## config.mk

```make
export PLATFORM = sky130hd
export DESIGN_NAME = alu_seq_acc
export DESIGN_NICKNAME = d
export VERILOG_FILES = /design/src/rtl/alu_seq_pkg.sv /design/src/rtl/alu_mul_seq.sv /design/src/rtl/alu_seq_acc.sv
export SDC_FILE = /design/constraint.sdc
export NUM_CORES = 1
export LEC_CHECK = 0
export CAP_MARGIN = 20
export CELL_PAD_IN_SITES_DETAIL_PLACEMENT = 2
export CELL_PAD_IN_SITES_GLOBAL_PLACEMENT = 2
export CORE_AREA = 3 3 103 81
export CTS_CLUSTER_SIZE = 12
export DETAILED_ROUTE_END_ITERATION = 12
export DIE_AREA = 0 0 106 84
export PLACE_DENSITY_LB_ADDON = 0.1
export SETUP_SLACK_MARGIN = 0.15
export SLEW_MARGIN = 10
export SYNTH_ARGS = -nofsm -noshare
export SYNTH_HDL_FRONTEND = slang
export SYNTH_SLANG_ARGS = --single-unit
```

## constraint.sdc

```tcl
create_clock -name clk -period 3.7 [get_ports clk]
set_clock_uncertainty 0.2 [all_clocks]
set_input_delay 0.74 -clock clk [delete_from_list [all_inputs] [get_ports clk]]
set_output_delay 0.74 -clock clk [all_outputs]
set_load 0.01 [all_outputs]
```

## src/rtl/alu_seq_pkg.sv

```systemverilog
// Shared opcodes, FSM state encoding and flag-bit positions for alu_seq_acc.
// Latency: n/a (declarations only).
// Backpressure: n/a.
package alu_seq_pkg;

  localparam logic [2:0] OP_ADD = 3'b000;
  localparam logic [2:0] OP_SUB = 3'b001;
  localparam logic [2:0] OP_AND = 3'b010;
  localparam logic [2:0] OP_OR  = 3'b011;
  localparam logic [2:0] OP_XOR = 3'b100;
  localparam logic [2:0] OP_NOT = 3'b101;
  localparam logic [2:0] OP_SHL = 3'b110;
  localparam logic [2:0] OP_MUL = 3'b111;

  typedef enum logic [1:0] {
    ST_IDLE     = 2'd0,
    ST_MUL_BUSY = 2'd1,
    ST_HOLD     = 2'd2
  } state_t;

  // Bit positions inside the packed flag vector.
  localparam int FLAG_C    = 0;
  localparam int FLAG_Z    = 1;
  localparam int FLAG_N    = 2;
  localparam int FLAG_V    = 3;
  localparam int NUM_FLAGS = 4;

endpackage

```

## src/rtl/alu_mul_seq.sv

```systemverilog
// Shift-add multiplier, one multiplier bit per clock, LSB first, 2*WIDTH product.
// Latency: start edge loads operands; done is high during the cycle whose edge performs step WIDTH.
// Backpressure: none; the parent only pulses start when it is idle and must latch product on done.
module alu_mul_seq #(
  parameter int WIDTH = 5
) (
  input  logic                 clk,
  input  logic                 rst,
  input  logic                 start,
  input  logic [WIDTH-1:0]     mcand,
  input  logic [WIDTH-1:0]     mplier,
  output logic                 done,
  output logic [2*WIDTH-1:0]   product
);

  localparam int CW = (WIDTH > 1) ? $clog2(WIDTH) : 1;

  logic [WIDTH-1:0]   mcand_q;
  logic [2*WIDTH-1:0] prod_q;
  logic [2*WIDTH-1:0] prod_d;
  logic [WIDTH:0]     upper_d;
  logic [CW-1:0]      cnt_q;
  logic               run_q;

  // One shift-add step: conditionally add the multiplicand into the upper half, then shift right.
  always_comb begin
    upper_d = {1'b0, prod_q[2*WIDTH-1:WIDTH]}
            + ({1'b0, mcand_q} & {(WIDTH+1){prod_q[0]}});
    prod_d  = {upper_d, prod_q[WIDTH-1:1]};
  end

  // The final step's result is handed out combinationally so the parent latches it on the same edge.
  assign done    = run_q && (cnt_q == CW'(WIDTH-1));
  assign product = prod_d;

  // Operand load on start, then WIDTH iterations while running.
  always_ff @(posedge clk) begin
    if (rst) begin
      mcand_q <= '0;
      prod_q  <= '0;
      cnt_q   <= '0;
      run_q   <= 1'b0;
    end else if (start) begin
      mcand_q <= mcand;
      prod_q  <= {{WIDTH{1'b0}}, mplier};
      cnt_q   <= '0;
      run_q   <= 1'b1;
    end else if (run_q) begin
      prod_q <= prod_d;
      cnt_q  <= cnt_q + CW'(1);
      if (done) run_q <= 1'b0;
    end
  end

endmodule

```

## src/rtl/alu_seq_acc.sv

```systemverilog
// Registered ALU with accumulator operand, carry/zero/neg/ovf flags and iterative multiply.
// Latency: single-cycle ops valid one edge after accept; MUL valid WIDTH edges after accept.
// Backpressure: result and flags hold while out_ready=0; in_ready drops until the result is taken.
module alu_seq_acc
  import alu_seq_pkg::*;
#(
  parameter int WIDTH  = 5,
  parameter int MUL_EN = 1
) (
  input  logic             clk,
  input  logic             rst,
  input  logic             in_valid,
  output logic             in_ready,
  input  logic [WIDTH-1:0] a,
  input  logic [WIDTH-1:0] b,
  input  logic [2:0]       op,
  input  logic             acc_sel,
  output logic             out_valid,
  input  logic             out_ready,
  output logic [WIDTH-1:0] result,
  output logic             carry,
  output logic             zero,
  output logic             neg,
  output logic             ovf,
  output logic             busy
);

  localparam int MSB = WIDTH - 1;

  state_t                 state_q;
  logic [WIDTH-1:0]       res_q;
  logic [NUM_FLAGS-1:0]   flag_q;

  logic [WIDTH-1:0]       opa;
  logic [WIDTH:0]         sum;
  logic [WIDTH:0]         diff;
  logic [WIDTH-1:0]       alu_res_d;
  logic [NUM_FLAGS-1:0]   alu_flag_d;
  logic [NUM_FLAGS-1:0]   mul_flag_d;
  logic                   alu_c;
  logic                   alu_v;

  logic                   accept;
  logic                   is_mul;
  logic                   mul_start;
  logic                   mul_done;
  logic [2*WIDTH-1:0]     mul_prod;

  // The result register doubles as the accumulator, so acc_sel sees the latest result even unconsumed.
  assign in_ready  = !rst && ((state_q == ST_IDLE) || ((state_q == ST_HOLD) && out_ready));
  assign accept    = in_valid && in_ready;
  assign is_mul    = (op == OP_MUL) && (MUL_EN != 0);
  assign mul_start = accept && is_mul;

  assign out_valid = (state_q == ST_HOLD);
  assign busy      = (state_q == ST_MUL_BUSY);
  assign result    = res_q;
  assign carry     = flag_q[FLAG_C];
  assign zero      = flag_q[FLAG_Z];
  assign neg       = flag_q[FLAG_N];
  assign ovf       = flag_q[FLAG_V];

  alu_mul_seq #(
    .WIDTH (WIDTH)
  ) u_mul (
    .clk     (clk),
    .rst     (rst),
    .start   (mul_start),
    .mcand   (opa),
    .mplier  (b),
    .done    (mul_done),
    .product (mul_prod)
  );

  // Single-cycle datapath; op 111 lands here only when the multiplier is disabled and yields all zeros.
  always_comb begin
    opa       = acc_sel ? res_q : a;
    sum       = {1'b0, opa} + {1'b0, b};
    diff      = {1'b0, opa} - {1'b0, b};
    alu_res_d = '0;
    alu_c     = 1'b0;
    alu_v     = 1'b0;
    case (op)
      OP_ADD: begin
        alu_res_d = sum[WIDTH-1:0];
        alu_c     = sum[WIDTH];
        alu_v     = (opa[MSB] == b[MSB]) && (sum[MSB] != opa[MSB]);
      end
      OP_SUB: begin
        alu_res_d = diff[WIDTH-1:0];
        alu_c     = diff[WIDTH];
        alu_v     = (opa[MSB] != b[MSB]) && (diff[MSB] != opa[MSB]);
      end
      OP_AND:  alu_res_d = opa & b;
      OP_OR:   alu_res_d = opa | b;
      OP_XOR:  alu_res_d = opa ^ b;
      OP_NOT:  alu_res_d = ~opa;
      OP_SHL: begin
        alu_res_d = {opa[WIDTH-2:0], 1'b0};
        alu_c     = opa[MSB];
      end
      default: alu_res_d = '0;
    endcase
    alu_flag_d         = '0;
    alu_flag_d[FLAG_C] = alu_c;
    alu_flag_d[FLAG_Z] = (alu_res_d == '0);
    alu_flag_d[FLAG_N] = alu_res_d[MSB];
    alu_flag_d[FLAG_V] = alu_v;
    if (op == OP_MUL) alu_flag_d = '0;
  end

  // Multiply flags: carry reports any bit lost from the upper half of the product.
  always_comb begin
    mul_flag_d         = '0;
    mul_flag_d[FLAG_C] = |mul_prod[2*WIDTH-1:WIDTH];
    mul_flag_d[FLAG_Z] = (mul_prod[WIDTH-1:0] == '0);
    mul_flag_d[FLAG_N] = mul_prod[MSB];
  end

  // Control FSM with result/flag registers; HOLD can take the next op on the same edge it is consumed.
  always_ff @(posedge clk) begin
    if (rst) begin
      state_q <= ST_IDLE;
      res_q   <= '0;
      flag_q  <= '0;
    end else begin
      case (state_q)
        ST_IDLE, ST_HOLD: begin
          if (accept) begin
            if (is_mul) begin
              state_q <= ST_MUL_BUSY;
            end else begin
              state_q <= ST_HOLD;
              res_q   <= alu_res_d;
              flag_q  <= alu_flag_d;
            end
          end else if ((state_q == ST_HOLD) && out_ready) begin
            state_q <= ST_IDLE;
          end
        end
        ST_MUL_BUSY: begin
          if (mul_done) begin
            state_q <= ST_HOLD;
            res_q   <= mul_prod[WIDTH-1:0];
            flag_q  <= mul_flag_d;
          end
        end
        default: state_q <= ST_IDLE;
      endcase
    end
  end

endmodule

```

==> results.py, run 1 <==
metrics = {
    "outcome": {
        "status": "completed",
    },
    "detailed_routing": {
        "viasPerCell": 5.23,
        "drt_pass1_iterations": 5,
        "drt_iter0_drc": 84,
        "routed_wl_um": 8010,
        "drc_errors": 0,
        "ant_nets": 0,
        "avgRoutedWirePerCell_um": 18.5,
        "vias": 2266,
    },
    "logic_synthesis": {
        "synth_flop_cell": "dfxtp_1",
        "yosysSeqAreaShare_pct": 23.3,
        "synth.ff_latch_count": 29,
        "netlist_area_um2": 2490,
        "yosysUniqueCellTypes": 59,
        "netlist_instances": 295,
        "synth_edf_count": 0,
        "async_flop_share_pct": 0,
        "ys_warn_count": 0,
        "syn_area_per_cell_um2": 8.44,
        "syn-num-nets": 340,
    },
    "layout": {
        "final_common_cell": "nor2_1",
        "antennaDiodeCount": 0,
        "area.sequential_um2": 581,
        "final_nets": 376,
        "fill_cells": 853,
        "most-common-layout-cells": "35 x nor2_1, 29 x dfxtp_1, 28 x clkdlybuf4s50_1, 24 x ha_1, 23 x inv_1",
        "fin_cells": 433,
        "area_growth_pct": 21.6,
        "multi_input_area_um2": 1690,
        "layout-drive-gt1-share_pct": 13.3,
    },
    "sta": {
        "finalSetupViolCount": 0,
        "hold_viol_final": 0,
        "max_slew_margin_pct": 56.1,
        "rsz0062_at_grt": "no",
        "fin_crit_ns": 3.20,
        "drv_slew": 0,
        "setup_tns_ns": 0,
        "max_freq_mhz": 313,
        "worstMarginPinSlew_ns": 0.658,
        "period_share_pct": 86.5,
    },
    "die": {
        "rows": 27,
        "start_util_pct": 34.1,
        "core_um2": 7300,
        "ioPinCount": 30,
        "die_w_um": 106,
        "die_y_um": 84,
        "die-area_um2": 8900,
    },
    "cts": {
        "clockBufferDepth": 2,
        "cts_tree": "done",
        "h-tree-depth": 2,
        "cts_inserted_buffers": 5,
        "clk_pin_slew_ns": 0.07,
        "cts_sinks": 29,
        "worstSkewPairLatency_ns": 0.28,
        "cts-root-buf": "clkbuf_8",
    },
    "grt": {
        "antenna_found_initial": 0,
        "gr-usage-all-layers_pct": 18.7,
        "grt_max_degree": 21,
        "grt-ovfl-total": 0,
        "grt_pass1_wl_um": 13100,
        "grt_pass1_vias": 2413,
    },
    "critical_path": {
        "crit_chain": "clkdlybuf4s50_1 > mux2i_1 > buf_4 > inv_1 > ha_1 > inv_1 > fa_1 > nor3_1 > a21oi_1 > o21ai_0 > a211oi_1 > buf_4 > a211o_1 > a21oi_1",
        "crit_family": "buffers and inverters",
        "crit_path_end_kind": "register",
        "cp_max_fo": 4,
        "arrival_ns": 3.22,
        "crit_path_start_kind": "input pin",
        "critPathSlowestCell": "clkdlybuf4s50_1",
        "crit_buf_inv": 5,
        "crit_type": "in -> reg",
        "cp.required_ns": 3.72,
        "cpPeakStageDelay_ns": 0.47,
    },
    "placed_design": {
        "dpl.hpwl_um": 6380,
        "gp_congestion": 0.880,
        "portBuffers": 29,
        "place_inst": 424,
    },
    "power": {
        "power.density_nw_per_um2": 292,
        "p_leak_nw": 1.25,
        "max-vdd-ir-drop_uv": 115,
    },
    "job": {
        "maxCapViolCount": 0,
    },
    "hold_path": {
        "hold_path_class": "reg -> reg",
    },
}
==> worst paths after layout <==
check	depth (start not counted)	slack [ns]	start	to
setup / recovery	14	0.50	a[0]	result[2]$_SDFFE_PP0P_
hold / removal	2	0.27	flag_q[0]$_SDFFE_PP0P_	flag_q[0]$_SDFFE_PP0P_
setup reg to reg	13	1.03	result[0]$_SDFFE_PP0P_	result[2]$_SDFFE_PP0P_
hold reg to reg	2	0.27	flag_q[0]$_SDFFE_PP0P_	flag_q[0]$_SDFFE_PP0P_
==> tightest hold or removal path, delay by kind of cell, from the launching register on <==
| kind | cells | cell delay (ns) |
|---|---|---|
| AOI/OAI and AO/OA | 1 | 0.06 |
| buffers and inverters | 1 | 0.05 |
| DFF | 1 | 0.31 |
==> stage by stage <==
| step | power, mW | worst slack, ns | hold WS, ns | area (um2) | util, % |
|---|---|---|---|---|---|
| after CTS | 0.893 | 0.161 | 0.276 | 3000 | 41.2 |
| after global routing | 0.937 | 0.280 | 0.318 | 3030 | 41.5 |
| after floorplan | 0.496 | 0.673 | 0.267 | 2490 | - |
| after detailed placement | 0.590 | -0.215 | 0.266 | 2890 | 39.6 |
| after global placement | 0.586 | -0.126 | 0.274 | 2890 | 39.6 |
| final | 0.885 | 0.500 | 0.271 | 3030 | 41.5 |
==> cells in the mapped netlist, types with 5 or more instances <==
cell | n | share of area, %
nand3b_1 | 8 | 2.4
a211oi_1 | 17 | 5.1
inv_1 | 23 | 3.5
nor3_1 | 5 | 1.0
nand2_1 | 13 | 2.0
a21oi_1 | 19 | 3.8
nand2b_1 | 7 | 1.8
nor2b_1 | 6 | 1.5
and2_1 | 5 | 1.3
dfxtp_1 | 29 | 23
ha_1 | 24 | 12
mux2i_1 | 12 | 4.8
buf_2 | 5 | 1.0
nor2_1 | 35 | 5.3
nand3_1 | 6 | 1.2
==> flip-flops by register name, summed over array words and instances, names as in the netlist <==
| name | flops |
|---|---|
| flag_q | 4 |
| result | 4 |
| state_q | 2 |
| u_mul.cnt_q | 3 |
| u_mul.mcand_q | 5 |
| u_mul.prod_q | 10 |
| u_mul.run_q | 1 |
==> kinds of logic after synthesis <==
group                      share of synthesized area (%)
DFF                                                 23.3
xor gates and xnor gates                            3.37
AOI/OAI and AO/OA                                   20.4
adders and majority gates                           14.5
buffers and inverters                               9.55
muxes                                               8.20
and+or+nand+nor                                     20.7
==> power by group <==
part	internal, mW	total, mW	switching (mW)
logic	0.119	0.259	0.139
registers	0.321	0.331	0.00943
clock network	0.168	0.296	0.128
total	0.608	0.885	0.277
==> repair_timing <==
item | in CTS | in global routing
buffers inserted | 0 | 1
resized for setup | 1 | 4
hold buffers | 0 | 0
setup endpoints to repair | 3 | 5
cloned | 0 | 0
==> layer usage <==
| layer | track usage (%) | routed length (um) |
|---|---|---|
| met5 | 0 | 0 |
| met4 | 3.18 | 26 |
| met3 | 3.94 | 263 |
| met2 | 29.2 | 3560 |
| met1 | 26.8 | 4170 |
==> cell type report <==
class                   count  share of cell area (%)
repair buffers             47                    14.1
flip-flops and latches     29                    19.2
inverters                  26                    3.22
well taps                 101                    4.18
clock inverters             1                   0.165
multi-input cells         222                    55.9
clock buffers               7                    3.18
No activity file was read; power rests on OpenSTA's default activity.
==> run 2, diff against run 1 <==
Settings changed: CAP_MARGIN 20 to 0.
==> results of run 2 <==
Same layout as run 1: the final DEF is identical, and so are final timing and power.
